===== config.mk =====
export PLATFORM = sky130hd
export DESIGN_NAME = fac_engine_p_flat
export DESIGN_NICKNAME = d
export VERILOG_FILES = /design/src/rtl/fac_pkg.sv /design/src/rtl/fac_engine_p_if.sv /design/src/rtl/fac_mul_seq.sv /design/src/rtl/fac_engine_p.sv /design/src/flat_wrapper.sv
export SDC_FILE = /design/constraint.sdc
export NUM_CORES = 2
export LEC_CHECK = 0
export ABC_AREA = 1
export CAP_MARGIN = 20
export CORE_MARGIN = 2
export CORE_UTILIZATION = 40
export CTS_CLUSTER_SIZE = 10
export DETAILED_ROUTE_END_ITERATION = 6
export PLACE_DENSITY = 0.57
export SLEW_MARGIN = 15
export SYNTH_ARGS = -nofsm -noshare
export SYNTH_HDL_FRONTEND = slang
export SYNTH_SLANG_ARGS = --single-unit

===== constraint.sdc =====
create_clock -name clk -period 2.5 [get_ports clk]
set_input_delay 0.375 -clock clk [delete_from_list [all_inputs] [get_ports clk]]
set_output_delay 0.375 -clock clk [all_outputs]
set_load 0.005 [all_outputs]

===== src/rtl/fac_pkg.sv =====
// Shared constants for the factorial accelerator: register offsets,
// opdone bit positions and the controller state encoding.
package fac_pkg;

  localparam logic [2:0] OFF_START  = 3'd0;
  localparam logic [2:0] OFF_CLEAR  = 3'd1;
  localparam logic [2:0] OFF_DONE   = 3'd2;
  localparam logic [2:0] OFF_INTREN = 3'd3;
  localparam logic [2:0] OFF_OPND   = 3'd4;
  localparam logic [2:0] OFF_RESH   = 3'd5;
  localparam logic [2:0] OFF_RESL   = 3'd6;
  localparam logic [2:0] OFF_STAT   = 3'd7;

  localparam int DONE_B = 0;
  localparam int BUSY_B = 1;
  localparam int OVF_B  = 2;

  typedef enum logic [1:0] {
    IDLE = 2'b00,
    LOAD = 2'b01,
    MUL  = 2'b10,
    DONE = 2'b11
  } state_t;

endpackage


===== src/rtl/fac_engine_p_if.sv =====
// System slave bus as seen by the factorial accelerator: select, direction,
// byte address, write data and registered read data.
interface fac_engine_p_if #(
  parameter int DATA_W = 64,
  parameter int ADDR_W = 16
) ();
  logic              s_sel;
  logic              s_wr;
  logic [ADDR_W-1:0] s_addr;
  logic [DATA_W-1:0] s_din;
  logic [DATA_W-1:0] s_dout;

  modport master (output s_sel, s_wr, s_addr, s_din, input s_dout);
  modport slave  (input s_sel, s_wr, s_addr, s_din, output s_dout);
endinterface


===== src/rtl/fac_mul_seq.sv =====
// Radix-2 shift-add multiplier producing a RES_W+DATA_W product of a*b.
// FAC_EARLY_TERM_EN: finish a step once the remaining multiplier bits are zero.
module fac_mul_seq #(
  parameter int DATA_W = 64,
  parameter int RES_W  = 128
) (
  input  logic                    clk,
  input  logic                    reset_n,
  input  logic                    start,
  input  logic                    clear,
  input  logic [RES_W-1:0]        a,
  input  logic [DATA_W-1:0]       b,
  output logic                    step_done,
  output logic [RES_W+DATA_W-1:0] product
);

  localparam int PW = RES_W + DATA_W;
  localparam int CW = $clog2(DATA_W + 1);

  logic              run_reg;
  logic [CW-1:0]     cnt_reg;
  logic [PW-1:0]     mcand_reg;
  logic [DATA_W-1:0] mplier_reg;
  logic [PW-1:0]     prod_reg;

  // The start edge already folds in multiplier bit 0, so a full step is DATA_W cycles.
`ifdef FAC_EARLY_TERM_EN
  assign step_done = run_reg && (mplier_reg == '0);
`else
  assign step_done = run_reg && (cnt_reg == CW'(DATA_W));
`endif
  assign product = prod_reg;

  always_ff @(posedge clk) begin
    if (!reset_n || clear) begin
      run_reg    <= 1'b0;
      cnt_reg    <= '0;
      mcand_reg  <= '0;
      mplier_reg <= '0;
      prod_reg   <= '0;
    end else if (start) begin
      run_reg    <= 1'b1;
      cnt_reg    <= CW'(1);
      prod_reg   <= b[0] ? PW'(a) : '0;
      mcand_reg  <= PW'(a) << 1;
      mplier_reg <= b >> 1;
    end else if (run_reg) begin
      if (step_done) begin
        run_reg <= 1'b0;
      end else begin
        if (mplier_reg[0]) begin
          prod_reg <= prod_reg + mcand_reg;
        end
        mcand_reg  <= mcand_reg << 1;
        mplier_reg <= mplier_reg >> 1;
        cnt_reg    <= cnt_reg + CW'(1);
      end
    end
  end

endmodule


===== src/rtl/fac_engine_p.sv =====
// Memory-mapped factorial accelerator: computes operand! with a shared
// sequential multiplier, sticky overflow flag, opclear abort and level interrupt.
module fac_engine_p
  import fac_pkg::*;
#(
  parameter int DATA_W = 64,
  parameter int RES_W  = 128,
  parameter int ADDR_W = 16
) (
  input  logic           clk,
  input  logic           reset_n,
  fac_engine_p_if.slave  bus,
  output logic           interrupt
);

  localparam int PW = RES_W + DATA_W;

  state_t            state_reg, state_next;
  logic [RES_W-1:0]  acc_reg;
  logic [DATA_W-1:0] k_reg, operand_reg, dout_reg, rd_word, k_minus1;
  logic              intr_en_reg, done_reg, busy_reg, ovf_reg, irq_reg;
  logic              mul_start, step_done;
  logic [RES_W-1:0]  mul_a;
  logic [DATA_W-1:0] mul_b;
  logic [PW-1:0]     product;
  logic [ADDR_W-1:0] addr;
  logic [2:0]        off;
  logic              wr_en, rd_en, start_cmd, clear_cmd, unused_addr;

  assign addr        = bus.s_addr;
  assign off         = addr[5:3];
  assign unused_addr = &{1'b0, addr};
  assign wr_en       = bus.s_sel && bus.s_wr;
  assign rd_en       = bus.s_sel && !bus.s_wr;
  assign start_cmd   = wr_en && (off == OFF_START) && bus.s_din[0];
  assign clear_cmd   = wr_en && (off == OFF_CLEAR) && bus.s_din[0];
  assign k_minus1    = k_reg - DATA_W'(1);
  assign bus.s_dout  = dout_reg;
  assign interrupt   = irq_reg;

  fac_mul_seq #(.DATA_W(DATA_W), .RES_W(RES_W)) u_mul (
    .clk       (clk),
    .reset_n   (reset_n),
    .start     (mul_start),
    .clear     (clear_cmd),
    .a         (mul_a),
    .b         (mul_b),
    .step_done (step_done),
    .product   (product)
  );

  always_ff @(posedge clk) begin
    if (!reset_n) state_reg <= IDLE;
    else          state_reg <= state_next;
  end

  // Each step is launched from the edge that retires the previous one.
  always_comb begin
    state_next = state_reg;
    mul_start  = 1'b0;
    mul_a      = RES_W'(1);
    mul_b      = operand_reg;
    case (state_reg)
      IDLE: if (start_cmd) state_next = LOAD;
      LOAD: begin
        if (operand_reg <= DATA_W'(1)) begin
          state_next = DONE;
        end else begin
          state_next = MUL;
          mul_start  = 1'b1;
        end
      end
      MUL: begin
        if (step_done) begin
          if (k_reg == DATA_W'(2)) begin
            state_next = DONE;
          end else begin
            mul_start = 1'b1;
            mul_a     = product[RES_W-1:0];
            mul_b     = k_minus1;
          end
        end
      end
      default: ;
    endcase
    if (clear_cmd) begin
      state_next = IDLE;
      mul_start  = 1'b0;
    end
  end

  always_comb begin
    rd_word = '0;
    case (off)
      OFF_DONE: begin
        rd_word[DONE_B] = done_reg;
        rd_word[BUSY_B] = busy_reg;
        rd_word[OVF_B]  = ovf_reg;
      end
      OFF_INTREN: rd_word = DATA_W'(intr_en_reg);
      OFF_OPND:   rd_word = operand_reg;
      OFF_RESH:   rd_word = acc_reg[2*DATA_W-1:DATA_W];
      OFF_RESL:   rd_word = acc_reg[DATA_W-1:0];
      OFF_STAT:   rd_word = k_reg;
      default:    rd_word = '0;
    endcase
  end

  always_ff @(posedge clk) begin
    if (!reset_n) begin
      acc_reg     <= RES_W'(1);
      k_reg       <= '0;
      operand_reg <= '0;
      intr_en_reg <= 1'b0;
      done_reg    <= 1'b0;
      busy_reg    <= 1'b0;
      ovf_reg     <= 1'b0;
      irq_reg     <= 1'b0;
      dout_reg    <= '0;
    end else begin
      if (clear_cmd) begin
        acc_reg  <= RES_W'(1);
        k_reg    <= '0;
        done_reg <= 1'b0;
        busy_reg <= 1'b0;
        ovf_reg  <= 1'b0;
      end else begin
        case (state_reg)
          IDLE: if (start_cmd) busy_reg <= 1'b1;
          LOAD: begin
            acc_reg <= RES_W'(1);
            k_reg   <= operand_reg;
            if (operand_reg <= DATA_W'(1)) begin
              busy_reg <= 1'b0;
              done_reg <= 1'b1;
            end
          end
          MUL: begin
            if (step_done) begin
              // Keep the truncated value; overflow stays latched until opclear.
              acc_reg <= product[RES_W-1:0];
              k_reg   <= k_minus1;
              if (product[PW-1:RES_W] != '0) ovf_reg <= 1'b1;
              if (k_reg == DATA_W'(2)) begin
                busy_reg <= 1'b0;
                done_reg <= 1'b1;
              end
            end
          end
          default: ;
        endcase
      end
      if (wr_en && (off == OFF_OPND) && !busy_reg) operand_reg <= bus.s_din;
      if (wr_en && (off == OFF_INTREN)) intr_en_reg <= bus.s_din[0];
      if (rd_en) dout_reg <= rd_word;
      irq_reg <= done_reg && intr_en_reg;
    end
  end

endmodule


===== src/flat_wrapper.sv =====
// flat-port wrapper written by rule: the top's interface ports become plain ports
module fac_engine_p_flat import fac_pkg::*;
#(
  parameter int DATA_W = 64,
  parameter int RES_W  = 128,
  parameter int ADDR_W = 16
)
  (clk, reset_n, interrupt, bus_s_sel, bus_s_wr, bus_s_addr, bus_s_din, bus_s_dout);
  fac_engine_p_if #(.DATA_W(DATA_W), .ADDR_W(ADDR_W)) bus_i ();
  input  logic clk;
  input  logic reset_n;
  output logic interrupt;
  input wire logic [$bits(bus_i.s_sel)-1:0] bus_s_sel;
  input wire logic [$bits(bus_i.s_wr)-1:0] bus_s_wr;
  input wire logic [$bits(bus_i.s_addr)-1:0] bus_s_addr;
  input wire logic [$bits(bus_i.s_din)-1:0] bus_s_din;
  output wire logic [$bits(bus_i.s_dout)-1:0] bus_s_dout;
  assign bus_i.s_sel = bus_s_sel;
  assign bus_i.s_wr = bus_s_wr;
  assign bus_i.s_addr = bus_s_addr;
  assign bus_i.s_din = bus_s_din;
  assign bus_s_dout = bus_i.s_dout;
  fac_engine_p #(.DATA_W(DATA_W), .RES_W(RES_W), .ADDR_W(ADDR_W)) u_core (.clk(clk), .reset_n(reset_n), .bus(bus_i), .interrupt(interrupt));
endmodule

======== After elaboration in Yosys (flattened, before gate mapping) ========
Index checks and enable logic that the tools add are counted.
W data, S select, Z words.
word-level totals
  register bits after elaboration ......... 781
  logic and storage cells ................. 119
  bits of input ports ..................... 84
cells by class
  bitwise operators ....................... 2
  magnitude comparators ................... 1
  $add $sub $neg .......................... 3
  multiplexer cells ....................... 48
  reduce and logical (&&, ||, !) cells .... 32
  eq/ne operators ......................... 16
operator list
  kind                     count
  $mux W192                4
  $mux W128                5
  $mux W129                3
  $mux W64                 4
  $pmux W128 S2            1
  $pmux W61 S4             1
  $add A192 B192 Y192      1
  $mux W63                 3
  $pmux W64 S2             1
  $eq A64 B2 Y1 const B    1
  $le A64 B1 Y1 const B    1
  $reduce_bool A64 Y1      1
  $sub A64 B1 Y64 const B  1
  $mux W1                  18
  $pmux W3 S6              1
  $eq A3 B3 Y1 const B     4
  $logic_and A1 B1 Y1      11
  $ne A2 B1 Y1 const B     5
  $reduce_and A4 Y1        2
  $add A7 B1 Y7 const B    1
  $eq A7 B7 Y1 const B     1
  $eq A3 B2 Y1 const B     2
  $mux W2                  3
  $pmux W2 S3              1
  other kinds (16)         26

======== Logic depth before layout (Yosys ltp) ========
  word-level depth ........................ 7
  mapped depth ............................ 19
  depth with buffers taken out ............ 19

======== Cells and area by module ========
From an unflattened synthesis, not the netlist that was laid out.
unflattened totals
  cell total of the unflattened synthesis .. 10428
  area total of the unflattened synthesis .. 58972.8 µm²
by module, submodules not included
  module        instances  cells an instance  area each (µm²)
  fac_mul_seq   1          7615               41278.3
  fac_engine_p  1          2813               17694.5

======== Worst setup path after synthesis ========
No wires, ideal clock.
  kind .................................... reg2reg
  from .................................... register u_core.u_mul.prod_reg[1], in the netlist u_core.u_mul.product[1]
  to ...................................... register u_core.u_mul.prod_reg[137], in the netlist u_core.u_mul.product[137]
  slack ................................... 240 ps
  setup time .............................. 132 ps
  clock period less this slack ............ 2260 ps
  buffers on the path ..................... 0
  arrival time ............................ 2128 ps
  stages on the path, launching flop included .. 20
  cell sequence ........................... dfxtp_1 ha_1 inv_1 fa_1 inv_1 nand3_1 nand2_1 nand2_1 nand2_1 nand2_1 nand3_1 nand2_1 nand2_1 nand2_1 nand2_1 nand2_1 nand2_1 nand2_1 nand3_1 a21oi_1
on the way
  cells in the longest elaborated chain, start to end .. 5
ends and longest elaborated chain
  what                    RTL line           RTL
  start, declared         fac_mul_seq.sv:24  logic [PW-1:0] prod_reg;
  start signal, assigned  fac_mul_seq.sv:44  prod_reg <= b[0] ? PW'(a) : '0;
  start signal, assigned  fac_mul_seq.sv:52  prod_reg <= prod_reg + mcand_reg;
  $add A192 B192 Y192     fac_mul_seq.sv:52
  $mux W192               fac_mul_seq.sv:51  if (mplier_reg[0]) begin
  $mux W192               fac_mul_seq.sv:48  if (step_done) begin
  $mux W192               fac_mul_seq.sv:47  end else if (run_reg) begin
  $mux W192               fac_mul_seq.sv:41  end else if (start) begin
No other way between the ends. The select of a mux whose other input is x is not followed.
A chain may end at the register's enable or synchronous reset.

======== Worst setup path in the final report ========
  from .................................... register u_core.k_reg[10]
  to ...................................... register u_core.u_mul.prod_reg[1], in the netlist u_core.u_mul.product[1]
on the way
  cells in the longest elaborated chain, start to end .. 7
  elaborated cells on any way between the ends .. 17
ends and longest elaborated chain
  what                                                                 RTL line             RTL
  start, declared                                                      fac_engine_p.sv:20   logic [DATA_W-1:0] k_reg, operand_reg, dout_reg, rd_word, k_minus1;
  start signal, assigned                                               fac_engine_p.sv:132  k_reg <= operand_reg;
  start signal, assigned                                               fac_engine_p.sv:142  k_reg <= k_minus1;
  $eq A64 B2 Y1 (*)                                                    fac_engine_p.sv:75   if (k_reg == DATA_W'(2)) begin
  $mux W1                                                              fac_engine_p.sv:75
  $mux W1                                                              fac_engine_p.sv:74   if (step_done) begin
  $pmux W1 S2                                                          fac_engine_p.sv:63   case (state_reg)
  $mux W1                                                              fac_engine_p.sv:86   if (clear_cmd) begin
  $ne A2 B1 Y1 (no source line) or $reduce_bool A2 Y1 (tied branches)  --
  $reduce_and A3 Y1 (no source line)                                   --
Mark *: on every way between the ends. The rest lies on a longest branch, timed or not.

==> metrics.md <==
| Metric | Value |
|---|---|
| Final Wtd Congestion | around 1.2 |
| Synthesis warning total | 0 |
| Startpoint Class | register |
| Filler cell count in the final layout | about 13000 |
| Root buf cell | clkbuf_16 |
| Routed vias/inst | ~5.4 |
| CTS buffer count | between 90 and 100 |
| Post-layout util | between 60% and 70% |
| CTS Sinks | about 780 |
| Rel. slew slack | 23.22% |
| Pin count of the biggest net entering global routing | just under 70 |
| Layout cells sized above 1 | a little over a third |
| Fin. max-slew vios | 0 |
| Final Cycle Share | 107.3% |
| TritonCTS clock tree | yes |
| Netlist cell types | just under 50 |
| Fin nets | around 13000 |
| Minimum clock period | 2.683 ns |
| Avg Cell Area, Syn | approximately 5.6 sq um |
| Pwr/cell area | 505.9 mW/mm^2 |
| Hold path depth | 4 |
| Worst VDD drop | 0.7091 mV |
| Core Rows | around 140 |
| Synth Flop Type | dfxtp_1 |
| Max Fclk | about 0.37 GHz |
| Clock skew | 0.04185 ns |
| Gr usage total | 44.77% |
| Pwr Total | 46.35 mW |
| Worst EP required | 3.16 ns |
| Post-synthesis cell count | between 10000 and 15000 |
| Synthesized flop and latch total | ~780 |
| Synth async-reset ratio | 0% |
| Setup WS post-layout | -0.1832 ns |
| DR vias | 77110 |
| Worst-Skew Late Latency | around 0.76 ns |
| Most frequent cells in the layout | 2850 x nand2_1, 1874 x buf_4, 1645 x inv_1 |
| Crit-path max FO | 8 |
| Drt total wl | 346300 microns |
| DIE WIDTH | approximately 380 microns |
| Syn Nets | 10510 |
| Global route total overflow | 0 |
| Failing checks | DRC, setup timing |
| Worst hold path class | input pin to register |
| First-pass GRT wire length | 484000 microns |
| Synth area leaders | dfxtp_1 27%, nand2_1 24%, inv_1 12% |
| Number of remaining DRC errors | 18 |
| Syn Std Cell Area | between 0.05 and 0.06 sq mm |
| Area after DPL | 0.07653 sq mm |
| Status | complete, but fails checks |
| Reg2Reg Depth | 18 |
| Die area | 0.1467 sq mm |
| Total negative slack | -29.09 ns |
| Top-Level Pins | approximately 150 |
| Crit. End Element | register |
| CP Data Arrival Time | around 3.4 ns |
| Clock transition at path regs | about 0.06 ns |
| Worst Max-Slew Pin Slew | about 1.2 ns |
| Crit Path Class | register to register |
| Sequential share of the synthesized area | a little over a quarter |
| Post-synth top area share | between 20% and 30% |
| Avg WL per Cell | between 20 and 25 microns |
| Hold-fix buffers at CTS | 0 |
| DPL Wire Length | around 270000 microns |
| Vias in the first global route | 73450 |
| IO buf count | between 100 and 150 |
| DRT Pass-1 Iters | 7 |
| Starting Density | about 40% |
| Post-synth EDFFs | 0 |
| Max Cap Violations | 0 |
| Die Ht | between 300 and 400 microns |
| Final Hold Viols | 0 |
| Leak pwr | around 45 nW |
| Initial antenna violation count | 10 |
| Synth area leader | dfxtp_1 |
| Clock tree buffer depth | 3 |
| Layout area overhead | 59.48% |
| Commonest non-fill, non-tap cell in the layout | nand2_1 |
| Cell area after layout | 0.09161 sq mm |
| Post-DRT Antenna Nets | 0 |
| Drt initial violations | roughly 8000 |
| Max reg flops | 192 |
| H-tree levels | 3 |
| Tightest hold margin | ~0.22 ns |
| Count of final setup violators | approximately 390 |
| Setup repair after global routing missed its margin | true |
| Core ar. | around 0.14 sq mm |
## final cells by class
class / count / area (sq um) / share of cell area [%]
multi-input combinational: 7231 / 42680 / 46.59
timing repair buffer: 2325 / 20480 / 22.35
sequential: 781 / 15960 / 17.42
inverter: 1841 / 7022 / 7.665
clock buffer: 132 / 2731 / 2.982
tap: 1903 / 2381 / 2.599
clock inverter: 19 / 349.1 / 0.3811
antenna: 4 / 10.01 / 0.01093
## synthesized netlist by cell type (11+ instances only)
cell and count:
xor2_1 72, o21a_1 11, or2_2 24, buf_1 20, buf_6 22, a31oi_1 38
xnor2_1 17, buf_2 63, nor2_1 728, nand2_1 3684, nand3b_1 13, buf_4 18
o21ai_1 152, nor4_1 30, a21oi_1 787, nand3_1 507, o21ai_0 677, clkbuf_1 250
nor3_1 63, dfxtp_1 781, a221oi_1 19, ha_1 198, inv_1 1830, o211ai_1 38
nand4_1 104
## per-stage QoR
stage / worst slack (ns) / cells
2_1_floorplan: 0.2396 / 10220
3_3_place_gp: -1.113 / 13960
3_5_place_dp: -1.072 / 13960
4_1_cts: -0.06117 / 14170
5_1_grt: -0.2822 / 14240
6_report: -0.1832 / 14240
## kinds of logic after synthesis
logic type      synth area share, %
simple gates                  36.18
xor+xnor                      1.357
compound gates                15.88
fa+ha+maj                     4.348
flops                         27.22
buf+inv                       15.01
## where the power goes
group,switching (mW),leakage (nW),internal (mW)
Sequential,0.612,6.42,13.2
Clock,6.41,1.50,8.02
Combinational,10.9,37.4,7.17
Total,17.9,45.3,28.4
## worst paths after layout
kind | slack (ns) | from | end
max | -0.18 | u_core.k_reg[10]$_SDFFE_PP0P_ | u_core.u_mul.product[1]$_SDFFE_PP0P_
min | 0.22 | reset_n | u_core.bus.s_dout[8]$_SDFFE_PN0P_
max reg2reg | -0.18 | u_core.k_reg[10]$_SDFFE_PP0P_ | u_core.u_mul.product[1]$_SDFFE_PP0P_
min reg2reg | 0.46 | u_core.acc_reg[92]$_SDFFE_PP0P_ | u_core.acc_reg[92]$_SDFFE_PP0P_
## timing repair
item,CTS,global route
cloned,13,18
hold endpoints to repair,0,0
pin swaps,397,322
setup endpoints to repair,458,470
resized for setup,1979,1007
setup buffers,64,52
## routing by layer
metal	vias to the layer above	GRT usage (%)	wire [microns]
met5	-	0	0
met4	0	37.98	37000
met3	1182	7.209	27560
met2	4017	74.25	157400
met1	36010	50.24	124300
li1	35900	-	-
## worst max-delay path, stage by stage (launching register included)
cell	delay, ns
dfxtp_1	0.31
nor2_2	0.24
nand2_2	0.07
nor2_1	0.11
buf_4	0.17
inv_4	0.04
nor3_4	0.23
nand4_4	0.14
nand2_4	0.15
nand2_4	0.08
nand2_8	0.13
buf_16	0.21
nand2_8	0.15
buf_16	0.22
nand2_8	0.08
nand2_2	0.05
nand2_1	0.06
nand2_1	0.05
inv_1	0.07
Note: power is estimated with default switching activity, not from simulation.
